===== src/rtl/shift_pkg.sv =====
// Shared encodings for the shift/rotate register: operation kinds and sequencer states.
package shift_pkg;

  typedef enum logic [1:0] {
    SHL = 2'b00,
    SHR = 2'b01,
    SAR = 2'b10,
    ROR = 2'b11
  } op_t;

  typedef enum logic [1:0] {
    IDLE  = 2'b00,
    SHIFT = 2'b01,
    DONE  = 2'b10
  } state_t;

endpackage


===== src/rtl/ffd.sv =====
// Enable-gated D flip-flop, the basic storage cell of the data registers.
// Async active-low reset clears q; q follows d on the rising edge when en is high.
module ffd (
  input  logic clk,
  input  logic rst_b,
  input  logic en,
  input  logic d,
  output logic q
);

  always_ff @(posedge clk or negedge rst_b) begin
    if (!rst_b)  q <= 1'b0;
    else if (en) q <= d;
  end

endmodule


===== src/rtl/shift_mux.sv =====
// Combinational single-step shifter: next word and the bit leaving it.
// Zero latency; no flow control.
module shift_mux
  import shift_pkg::*;
#(
  parameter int WIDTH = 16
) (
  input  logic [WIDTH-1:0] cur,
  input  op_t              op,
  input  logic             ser_in,
  output logic [WIDTH-1:0] nxt,
  output logic             bit_out
);

  always_comb begin
    nxt     = cur;
    bit_out = cur[0];
    case (op)
      SHL: begin
        nxt     = {cur[WIDTH-2:0], ser_in};
        bit_out = cur[WIDTH-1];
      end
      SHR:     nxt = {ser_in, cur[WIDTH-1:1]};
      SAR:     nxt = {cur[WIDTH-1], cur[WIDTH-1:1]};
      ROR:     nxt = {cur[0], cur[WIDTH-1:1]};
      default: nxt = cur;
    endcase
  end

endmodule


===== src/rtl/shift_reg_seq.sv =====
// Loadable WIDTH-bit register that runs multi-cycle shift/rotate sequences, one step per clock.
// Load visible next cycle; load/start are ignored while busy, done pulses one cycle after the last step.
module shift_reg_seq
  import shift_pkg::*;
#(
  parameter int WIDTH = 16,
  parameter int CNT_W = $clog2(WIDTH + 1)
) (
  input  logic             clk,
  input  logic             rst_b,
  input  logic             load,
  input  logic [WIDTH-1:0] in,
  input  logic             start,
  input  logic [1:0]       op,
  input  logic [CNT_W-1:0] amount,
  input  logic             ser_in,
  output logic [WIDTH-1:0] out,
  output logic             ser_out,
  output logic             busy,
  output logic             done
);

  localparam logic [CNT_W-1:0] MAX_CNT = CNT_W'(WIDTH);

  state_t           state;
  op_t              op_q;
  logic [CNT_W-1:0] cnt;
  logic [CNT_W-1:0] amt_sat;
  logic             load_ok;
  logic             en;
  logic [WIDTH-1:0] nxt;
  logic [WIDTH-1:0] d;
  logic             bit_out;

  assign load_ok = load && (state != SHIFT);
  assign en      = load_ok | busy;
  assign d       = load_ok ? in : nxt;
  assign amt_sat = (amount > MAX_CNT) ? MAX_CNT : amount;

  shift_mux #(.WIDTH(WIDTH)) u_mux (
    .cur     (out),
    .op      (op_q),
    .ser_in  (ser_in),
    .nxt     (nxt),
    .bit_out (bit_out)
  );

  for (genvar i = 0; i < WIDTH; i++) begin : g_bit
    ffd u_ffd (
      .clk   (clk),
      .rst_b (rst_b),
      .en    (en),
      .d     (d[i]),
      .q     (out[i])
    );
  end

  // ser_out only moves on shift steps, so it survives loads and idle cycles.
  always_ff @(posedge clk or negedge rst_b) begin
    if (!rst_b)    ser_out <= 1'b0;
    else if (busy) ser_out <= bit_out;
  end

  always_ff @(posedge clk or negedge rst_b) begin
    if (!rst_b) begin
      state <= IDLE;
      op_q  <= SHL;
      cnt   <= '0;
      busy  <= 1'b0;
      done  <= 1'b0;
    end else begin
      case (state)
        SHIFT: begin
          cnt <= cnt - 1'b1;
          if (cnt == CNT_W'(1)) begin
            state <= DONE;
            busy  <= 1'b0;
            done  <= 1'b1;
          end
        end
        default: begin
          done <= 1'b0;
          busy <= 1'b0;
          state <= IDLE;
          if (!load && start) begin
            op_q <= op_t'(op);
            cnt  <= amt_sat;
            if (amt_sat != '0) begin
              state <= SHIFT;
              busy  <= 1'b1;
            end else begin
              state <= DONE;
              done  <= 1'b1;
            end
          end
        end
      endcase
    end
  end

endmodule

===== config.mk =====
export PLATFORM = sky130hd
export DESIGN_NAME = shift_reg_seq
export DESIGN_NICKNAME = d
export VERILOG_FILES = /design/src/rtl/shift_pkg.sv /design/src/rtl/ffd.sv /design/src/rtl/shift_mux.sv /design/src/rtl/shift_reg_seq.sv
export SDC_FILE = /design/constraint.sdc
export NUM_CORES = 1
export LEC_CHECK = 0
export ABC_AREA = 1
export ABC_CLOCK_PERIOD_IN_PS = 1100
export CAP_MARGIN = 10
export CELL_PAD_IN_SITES_DETAIL_PLACEMENT = 0
export CELL_PAD_IN_SITES_GLOBAL_PLACEMENT = 1
export CORE_MARGIN = 4
export CORE_UTILIZATION = 31
export CTS_CLUSTER_DIAMETER = 30
export DETAILED_ROUTE_END_ITERATION = 16
export HOLD_SLACK_MARGIN = 0.1
export PLACE_DENSITY = 0.78
export SLEW_MARGIN = 20
export SYNTH_ARGS = -nofsm -noshare
export SYNTH_HDL_FRONTEND = slang
export SYNTH_SLANG_ARGS = --single-unit

===== constraint.sdc =====
create_clock -name clk -period 1.1 [get_ports clk]
set_input_delay 0.22 -clock clk [delete_from_list [all_inputs] [get_ports clk]]
set_output_delay 0.22 -clock clk [all_outputs]
set_load 0.01 [all_outputs]

==> results of run 1 <==
[what timing repair did]
action,4_1_cts,5_1_grt
hold endpoints to repair,0,0
endpoints found under the setup margin,41,28
buffers inserted,8,3
pin swaps,19,29
hold buffers,0,0
gates cloned,0,0
gates resized for setup,90,15
[final cells by class]
class,count,area [sq um],area share
clock buffers,3,41.3,0.0157
clock inverters,1,30.0,0.0114
inverters,17,66.3,0.0252
multi-input cells,174,920,0.350
flip-flops and latches,26,653,0.249
well taps,70,87.6,0.0333
repair buffers,98,830,0.316
[path summary, 6_finish.rpt]
check	start	to	slack [ns]	depth (start not counted)
worst max register to register	op_q[0]$_DFFE_PN0P_	g_bit[13].u_ffd.q$_DFFE_PN0P_	-0.04	7
worst min-delay path	rst_b	g_bit[13].u_ffd.q$_DFFE_PN0P_	0.30	2
min in group clk	op[0]	op_q[0]$_DFFE_PN0P_	0.50	3
worst min register to register	cnt[4]$_DFFE_PN0P_	cnt[4]$_DFFE_PN0P_	0.52	2
max in group asynchronous	rst_b	state[0]$_DFFE_PN0P_	0.63	2
worst max-delay path	op_q[0]$_DFFE_PN0P_	g_bit[13].u_ffd.q$_DFFE_PN0P_	-0.04	7
[per-stage QoR]
| step | TNS (ns) | utilization | instance area [sq um] | instances |
|---|---|---|---|---|
| 2_1_floorplan | 0 | - | 1750 | 242 |
| 3_3_place_gp | -6.51 | 0.469 | 2470 | 375 |
| 3_5_place_dp | -6.89 | 0.469 | 2470 | 375 |
| 4_1_cts | -0.376 | 0.484 | 2550 | 386 |
| 5_1_grt | -1.81 | 0.499 | 2630 | 389 |
| 6_report | -0.489 | 0.499 | 2630 | 389 |
[routing by layer]
metal / wire [um] / track usage
met4: 29 / 0.0267
met5: 0 / 0
met3: 236 / 0.0267
met2: 2300 / 0.255
met1: 2020 / 0.161
[worst max-delay path, stage by stage (launching register included)]
cell     delay (ns)
dfrtp_1        0.41
buf_6          0.13
nor2_4         0.14
buf_6          0.14
nand2_1        0.05
nand3_1        0.08
nand3_1        0.08
nand2_1        0.06
[flip-flops by register name, indices dropped and copies added (netlist names)]
name	count
cnt	5
done	1
g_bit.u_ffd.q	16
op_q	2
ser_out	1
state	1
[synth_stat cells, types with 3 or more instances]
cell,number
nand3_1,41
nor2_4,3
inv_2,7
buf_2,5
o21ai_1,7
buf_4,18
dfrtp_1,26
nand3b_1,16
nand2_1,90
nor2_1,5
inv_1,9
[where the power goes]
part / leakage (nW) / total [W] / internal (W) / switching, W
registers: 0.312 / 0.00179 / 0.00146 / 0.000335
logic: 0.965 / 0.00480 / 0.00243 / 0.00237
clock network: 0.0357 / 0.000814 / 0.000487 / 0.000327
[kinds of logic after synthesis]
logic type | Yosys count
xor+xnor | 1
buf+inv | 42
simple gates | 162
flops | 26
fa+ha+maj | 2
compound gates | 9
==> qor.yml, run 1 <==
power_and_ir_drop:
  peakVddDrop_mv: 1.03
  p_leak_nw: 1.31
  power_w: 0.00740
  p_per_area_nw_per_um2: 2820
yosys:
  synth.area.top_cells: "dfrtp_1 37%, nand2_1 19%, nand3_1 12%"
  synth_compound_area_frac: 0.0288
  synth_area_sq_um: 1740
  yosysUniqueCellTypes: 22
  syn_nets: 272
  synth_edf_count: 0
  synth_seq_area_share: 0.374
  syn_inst: 242
  synthFlopType: "dfrtp_1"
  yosys.area.top_type: "dfrtp_1"
  syn_avg_cell_area_sq_um: 7.18
  synth.area.mux_share: 0
  synth_top_area_frac: 0.374
  async_flop_share: 1.00
  synth_top_family_by_area: "simple AND/OR/NAND/NOR gates"
  yosys.area_share.simple: 0.440
  yosys_warnings: 0
  yosys.area_share.xor_xnor: 0.00504
  synthAdderAreaFrac: 0.0144
  ys_ff_latch: 26
die:
  dieArea_sq_um: 6870
  die_h_um: 82.9
  die_x_um: 82.9
  ios: 47
  core-area_sq_um: 5270
  row_count: 26
  start_util: 0.330
layout:
  fillers: 534
  n_antenna_cell: 0
  drive_gt1_frac: 0.332
  syn_to_final_growth_pct: 51.2
  mostFrequentLayoutCells: "82 x nand2_1, 41 x buf_4, 39 x nand3_1"
  fin_nets: 350
  layout_commonest_cell: "nand2_1"
timing:
  maxSlewHeadroom: 0.858
  hold_viol: 0
  setup_viol: 19
  slew_viol_final: 0
  worst_pin_slew_ns: 0.212
  rsz0062_at_grt: "true"
  fin_skew_ns: 0.00723
  finalWorstSetupSlack_ns: -0.0402
  period_share: 1.04
  min_period_ns: 1.14
  whs_ns: 0.295
  timing.fmax_ghz: 0.877
clock_network:
  tritoncts: "yes"
  cts_buffer_depth: 2
  path_clk_slew_ns: 0.10
  htreeDepth: 1
  clock_latency_ns: 0.27
  cts_sinks: 26
  clock_tree.root_cell: "clkbuf_8"
  cts_buffers: 3
global_route:
  gr-total-overflow: 0
  grt_max_degree: 27
  grt_antenna_before_repair: 0
  grt_pass1_wl_um: 8020
  first_global_vias: 1781
  grt.total_usage: 0.136
setup_path:
  cp.arrival_ns: 1.36
  cp-start-kind: "flop"
  path_class: "flop to flop"
  crit_required_ns: 1.32
  crit_fanout: 5
  crit_path_end_kind: "flop"
outcome:
  violations: "setup timing"
  status: "complete, but fails checks"
detailed_routing:
  viasPerCell: 4.50
  routed_wl_um: 4580
  ant_nets: 0
  vias: 1752
  wl_per_cell_um: 11.8
  drtIter0Drc: 68
  first_pass_iters: 4
  post-route-drc-count: 0
placement:
  gp_congestion: 0.753
  io_buffer_count: 46
  post-place-ws_ns: -0.310
  dp_hpwl_um: 3390
flow_run:
  max-cap-violations: 0
hold_path:
  hold_path_class: "input port to asynchronous set/reset pin"
Note: power is estimated with default switching activity, not from simulation.
==> run 2: changes to the inputs <==
Settings changed: CORE_MARGIN 4 to 2, CORE_UTILIZATION 31 to 40, DONT_BUFFER_PORTS from default to 1, PLACE_DENSITY 0.78 to 0.76, SLEW_MARGIN 20 to default.
==> run 2 against run 1 <==
Compared with the run above: the flow still finishes with violations (setup timing); clock-buffer cell count grew 1; core utilization fell by 0.59 points; critical path depth fell by 5; critical endpoint is now busy.
==> qor.yml, run 2 (synthesis gave the netlist of run 1 again) <==
timing:
  maxSlewHeadroom: 0.846
  period_share: 1.08
  slew_viol_final: 0
  setup_viol: 4
  hold_viol: 0
  finalWorstSetupSlack_ns: -0.0873
  worst_pin_slew_ns: 0.231
  whs_ns: 0.126
  timing.fmax_ghz: 0.842
  min_period_ns: 1.19
  fin_skew_ns: 0.00251
  setup_tns_ns: -0.121
  rsz0062_at_grt: "true"
power_and_ir_drop:
  intPower_w: 0.00327
  combPwrFrac: 0.537
  p_leak_nw: 0.980
  netSwitchingFraction: 0.458
  peakVddDrop_mv: 1.26
  clkPwrFrac: 0.104
  seq_power_share: 0.359
  p_sw_w: 0.00276
  p_per_area_nw_per_um2: 2990
die:
  row_count: 23
  ios: 47
  start_util: 0.425
  core-area_sq_um: 4090
  dieArea_sq_um: 4890
  die_x_um: 69.9
  die_h_um: 69.9
layout:
  fin_nets: 280
  multi_input_area_sq_um: 903
  drive_gt1_frac: 0.205
  fillers: 415
  n_antenna_cell: 0
  final_util: 0.493
  fin_area_sq_um: 2010
  register_area_sq_um: 656
  mostFrequentLayoutCells: "87 x nand2_1, 39 x nand3_1, 22 x dfrtp_1"
  top_register: "g_bit.u_ffd.q"
  syn_to_final_growth_pct: 15.8
  layout_commonest_cell: "nand2_1"
  largestRegisters: "g_bit.u_ffd.q (16), cnt (5), op_q (2)"
  largest_reg_flops: 16
outcome:
  violations: "setup timing"
  status: "complete, but fails checks"
setup_path:
  cp.arrival_ns: 0.97
  rr_endpoint: "g_bit[15].u_ffd.q$_DFFE_PN0P_"
  crit_fanout: 3
  r2r_slack_ns: -0.02
  cp-start-kind: "flop"
  crit_required_ns: 0.88
  rr_startpoint: "op_q[0]$_DFFE_PN0P_"
  ff2ff_path_depth: 9
  path_class: "flop to primary output"
  crit_path_end_kind: "primary output"
placement:
  post-place-ws_ns: -0.0512
  dp_hpwl_um: 2920
  gp_congestion: 0.767
  place_area_sq_um: 1770
  io_buffer_count: 0
global_route:
  grt_antenna_before_repair: 0
  first_global_vias: 1467
  grt.total_usage: 0.175
  use_met1: 0.246
  grt_pass1_wl_um: 6990
  grt-busiest-layer: "met2"
  met2_usage: 0.267
  grt_max_degree: 27
  met3_usage: 0.0447
  gr-total-overflow: 0
detailed_routing:
  wl_per_cell_um: 14.2
  ant_nets: 0
  routed_wl_um: 4260
  viasPerCell: 5.20
  post-route-drc-count: 0
  first_pass_iters: 4
  drtIter0Drc: 86
  vias: 1556
clock_network:
  clock_tree.root_cell: "clkbuf_8"
  path_clk_slew_ns: 0.09
  cts_buffer_depth: 2
  cts_sinks: 26
  cts_buffers: 3
  htreeDepth: 1
  tritoncts: "yes"
  clock_latency_ns: 0.27
hold_path:
  hold_depth: 2
  hold_start: "amount[1]"
  hold_path_class: "input port to flop"
  min_to: "cnt[1]$_DFFE_PN0P_"
flow_run:
  max-cap-violations: 0
run 2: cell count changes in the layout (fill, tap and decap cells not counted), sizes merged:
| cell | delta |
|---|---|
| buf | -49 |
| clkdlybuf4s50 | -27 |
| dlygate4sd3 | +5 |
| bufinv | -1 |
| clkbuf | +1 |
| nand2 | +1 |
run 2: how the worst max path moves through the flow:
stage,startpoint,end,slack [ns],depth (start not counted)
2_1_floorplan,state[0]$_DFFE_PN0P_,g_bit[5].u_ffd.q$_DFFE_PN0P_,0.007,5
3_3_place_gp,done$_DFFE_PN0P_,state[0]$_DFFE_PN0P_,-0.04,4
3_5_place_dp,done$_DFFE_PN0P_,state[0]$_DFFE_PN0P_,-0.05,4
4_1_cts,state[0]$_DFFE_PN0P_,busy,-0.08,2
5_1_grt,state[0]$_DFFE_PN0P_,busy,-0.12,2
6_report,state[0]$_DFFE_PN0P_,busy,-0.09,2
run 2: stage by stage:
step                total power, W  std cells
CTS                        0.00589        295
finish                     0.00602        299
detailed placement         0.00503        283
floorplan                  0.00453        242
global route               0.00664        299
global placement           0.00501        283
run 2: power groups by stage:
stage	sequential, W	combinational [W]	clock (W)
6_report	0.00216	0.00324	0.000625
5_1_grt	0.00225	0.00370	0.000689
4_1_cts	0.00217	0.00307	0.000648
3_5_place_dp	0.00219	0.00284	0
3_3_place_gp	0.00220	0.00281	0
2_1_floorplan	0.00190	0.00263	0
run 2: critical path, cell delays in order, from the launching register on:
cell and delay [ns]:
dfrtp_2 0.45, buf_6 0.14, buf_6 0.11
run 2: layer usage:
metal,part of all wire,wire (um),up-vias
met5,0,0,-
met4,0.0056,24,0
met3,0.062,265,2
met2,0.46,1970,48
met1,0.47,2000,728
li1,-,-,778
run 2: what timing repair did:
action,in CTS,in global routing
endpoints found under the setup margin,20,24
setup buffers,3,2
hold buffers,5,1
resized for setup,7,14
hold endpoints to repair,29,1
pin swaps,3,4
gates cloned,0,1
run 2: layout make-up:
type                       count  share of cell area
clock buffer                   4              0.0273
inverter                      17              0.0329
multi-input combinational    175               0.449
sequential                    26               0.326
tap                           50              0.0311
timing repair buffer          27               0.134
==> run 3: changes to the inputs <==
Settings changed: GPL_TIMING_DRIVEN from default to 0.
==> run 3 against run 2 <==
Compared with the run above: the flow still finishes with violations (setup timing); worst hold slack better by 0.018 ns; clock power is 9.0% lower; register-to-register slack worse by 0.09 ns; non-clock buffer count is 39 higher; die area stayed put; maximum frequency is 1.7% lower; critical path depth is 2 higher; power is 26% higher; global-route usage is 0.88 points higher; critical endpoint is now state[0]$_DFFE_PN0P_.
==> qor.yml, run 3 (synthesis gave the netlist of run 1 again) <==
detailed_routing:
  first_pass_iters: 4
  ant_nets: 0
  vias: 1719
  routed_wl_um: 4890
  wl_per_cell_um: 14.5
  post-route-drc-count: 0
  viasPerCell: 5.10
  drtIter0Drc: 93
global_route:
  gr-total-overflow: 0
  met2_usage: 0.272
  first_global_vias: 1492
  grt-busiest-layer: "met1"
  met3_usage: 0.0332
  use_met1: 0.275
  grt.total_usage: 0.184
  grt_antenna_before_repair: 0
  grt_pass1_wl_um: 7330
  grt_max_degree: 27
timing:
  period_share: 1.10
  fin_skew_ns: 0.00415
  worst_pin_slew_ns: 0.523
  maxSlewHeadroom: 0.651
  timing.fmax_ghz: 0.828
  min_period_ns: 1.21
  finalWorstSetupSlack_ns: -0.108
  hold_viol: 0
  setup_viol: 22
  slew_viol_final: 0
  rsz0062_at_grt: "true"
layout:
  syn_to_final_growth_pct: 42.8
  drive_gt1_frac: 0.394
  fillers: 386
  top_register: "g_bit.u_ffd.q"
  stdcell_count: 337
  largestRegisters: "g_bit.u_ffd.q (16), cnt (5), op_q (2)"
  fin_nets: 318
  n_antenna_cell: 0
  layout_commonest_cell: "nand2_1"
  mostFrequentLayoutCells: "88 x nand2_1, 44 x buf_4, 30 x nand3_2"
  largest_reg_flops: 16
die:
  ios: 47
  die_x_um: 69.9
  core-area_sq_um: 4090
  dieArea_sq_um: 4890
  row_count: 23
  start_util: 0.425
  die_h_um: 69.9
flow_run:
  max-cap-violations: 0
clock_network:
  htreeDepth: 1
  cts_buffers: 3
  cts_buffer_depth: 2
  clock_tree.root_cell: "clkbuf_8"
  clock_latency_ns: 0.27
  path_clk_slew_ns: 0.09
  cts_sinks: 26
  tritoncts: "yes"
placement:
  dp_hpwl_um: 3000
  io_buffer_count: 0
  gp_congestion: 0.769
  post-place-ws_ns: -0.171
  placedCellCount: 292
power_and_ir_drop:
  power_w: 0.00760
  p_per_area_nw_per_um2: 3060
  intPower_w: 0.00427
  netSwitchingFraction: 0.438
  combPwrFrac: 0.674
  clkPwrFrac: 0.075
  p_sw_w: 0.00333
  peakVddDrop_mv: 1.44
  seq_power_share: 0.251
  p_leak_nw: 1.28
setup_path:
  crit_end: "state[0]$_DFFE_PN0P_"
  rr_startpoint: "state[0]$_DFFE_PN0P_"
  critPathLaunch: "state[0]$_DFFE_PN0P_"
  crit_fanout: 6
  rr_endpoint: "state[0]$_DFFE_PN0P_"
  crit_required_ns: 1.27
  ff2ff_path_depth: 4
  crit_path_end_kind: "flop"
  r2r_slack_ns: -0.11
  cp.arrival_ns: 1.38
  cpPeakStageDelay_ns: 0.51
  cpMaxStageDelayCell: "dfrtp_2"
  path_cells: "inv_2, nor2_4, nand4_1, and2_1"
  cp-start-kind: "flop"
  path_class: "flop to flop"
hold_path:
  hold_path_class: "input port to flop"
  hold_depth: 3
outcome:
  status: "complete, but fails checks"
  violations: "setup timing"
run 3: cell type report:
class                   count  area (sq um)  share of cell area
well taps                  50          62.6              0.0252
repair buffers             41           378               0.152
clock buffers               4          45.0              0.0182
flip-flops and latches     26           653               0.263
multi-input cells         174          1050               0.424
plain buffers              25           225              0.0908
inverters                  17          66.3              0.0267
run 3: per-stage QoR:
stage	cell area (sq um)	utilization	hold WS (ns)	setup TNS (ns)
6_report	2480	0.607	0.144	-1.29
5_1_grt	2480	0.607	0.157	-3.23
4_1_cts	2050	0.501	0.101	-1.52
3_5_place_dp	1810	0.442	-0.0749	-3.00
3_3_place_gp	1810	0.442	-0.0750	-2.97
2_1_floorplan	1750	-	-0.0756	0
run 3: timing repair:
action,4_1_cts,5_1_grt
hold buffers,6,1
endpoints found under the hold margin,30,1
pin swaps,6,20
gates cloned,0,2
setup buffers,12,20
resized for setup,10,48
endpoints found under the setup margin,26,39
run 3: layer usage:
layer	vias up	wire [um]
met5	-	0
met4	0	24
met3	2	225
met2	49	2390
met1	815	2250
li1	853	-
run 3: how the worst min path moves through the flow:
stage                   start                       endpoint  slack (ns)
finish              amount[1]               done$_DFFE_PN0P_        0.14
global route        amount[2]             cnt[2]$_DFFE_PN0P_        0.16
CTS                 amount[1]             cnt[1]$_DFFE_PN0P_        0.10
detailed placement      rst_b  g_bit[13].u_ffd.q$_DFFE_PN0P_       -0.07
global placement        rst_b  g_bit[13].u_ffd.q$_DFFE_PN0P_       -0.07
floorplan               rst_b             cnt[0]$_DFFE_PN0P_       -0.08
run 3: power groups by stage:
stage	clock [W]	sequential, W	combinational [W]
after detailed placement	0	0.00206	0.00314
final	0.000569	0.00191	0.00512
after global routing	0.000645	0.00198	0.00561
after floorplan	0	0.00190	0.00263
after CTS	0.000599	0.00200	0.00361
after global placement	0	0.00206	0.00310
run 3: worst max-delay path: cells and delay by family (launching register included):
kind,cells,cell delay (ns)
and+or+nand+nor,3,0.51
buffers and inverters,1,0.08
DFF,1,0.51
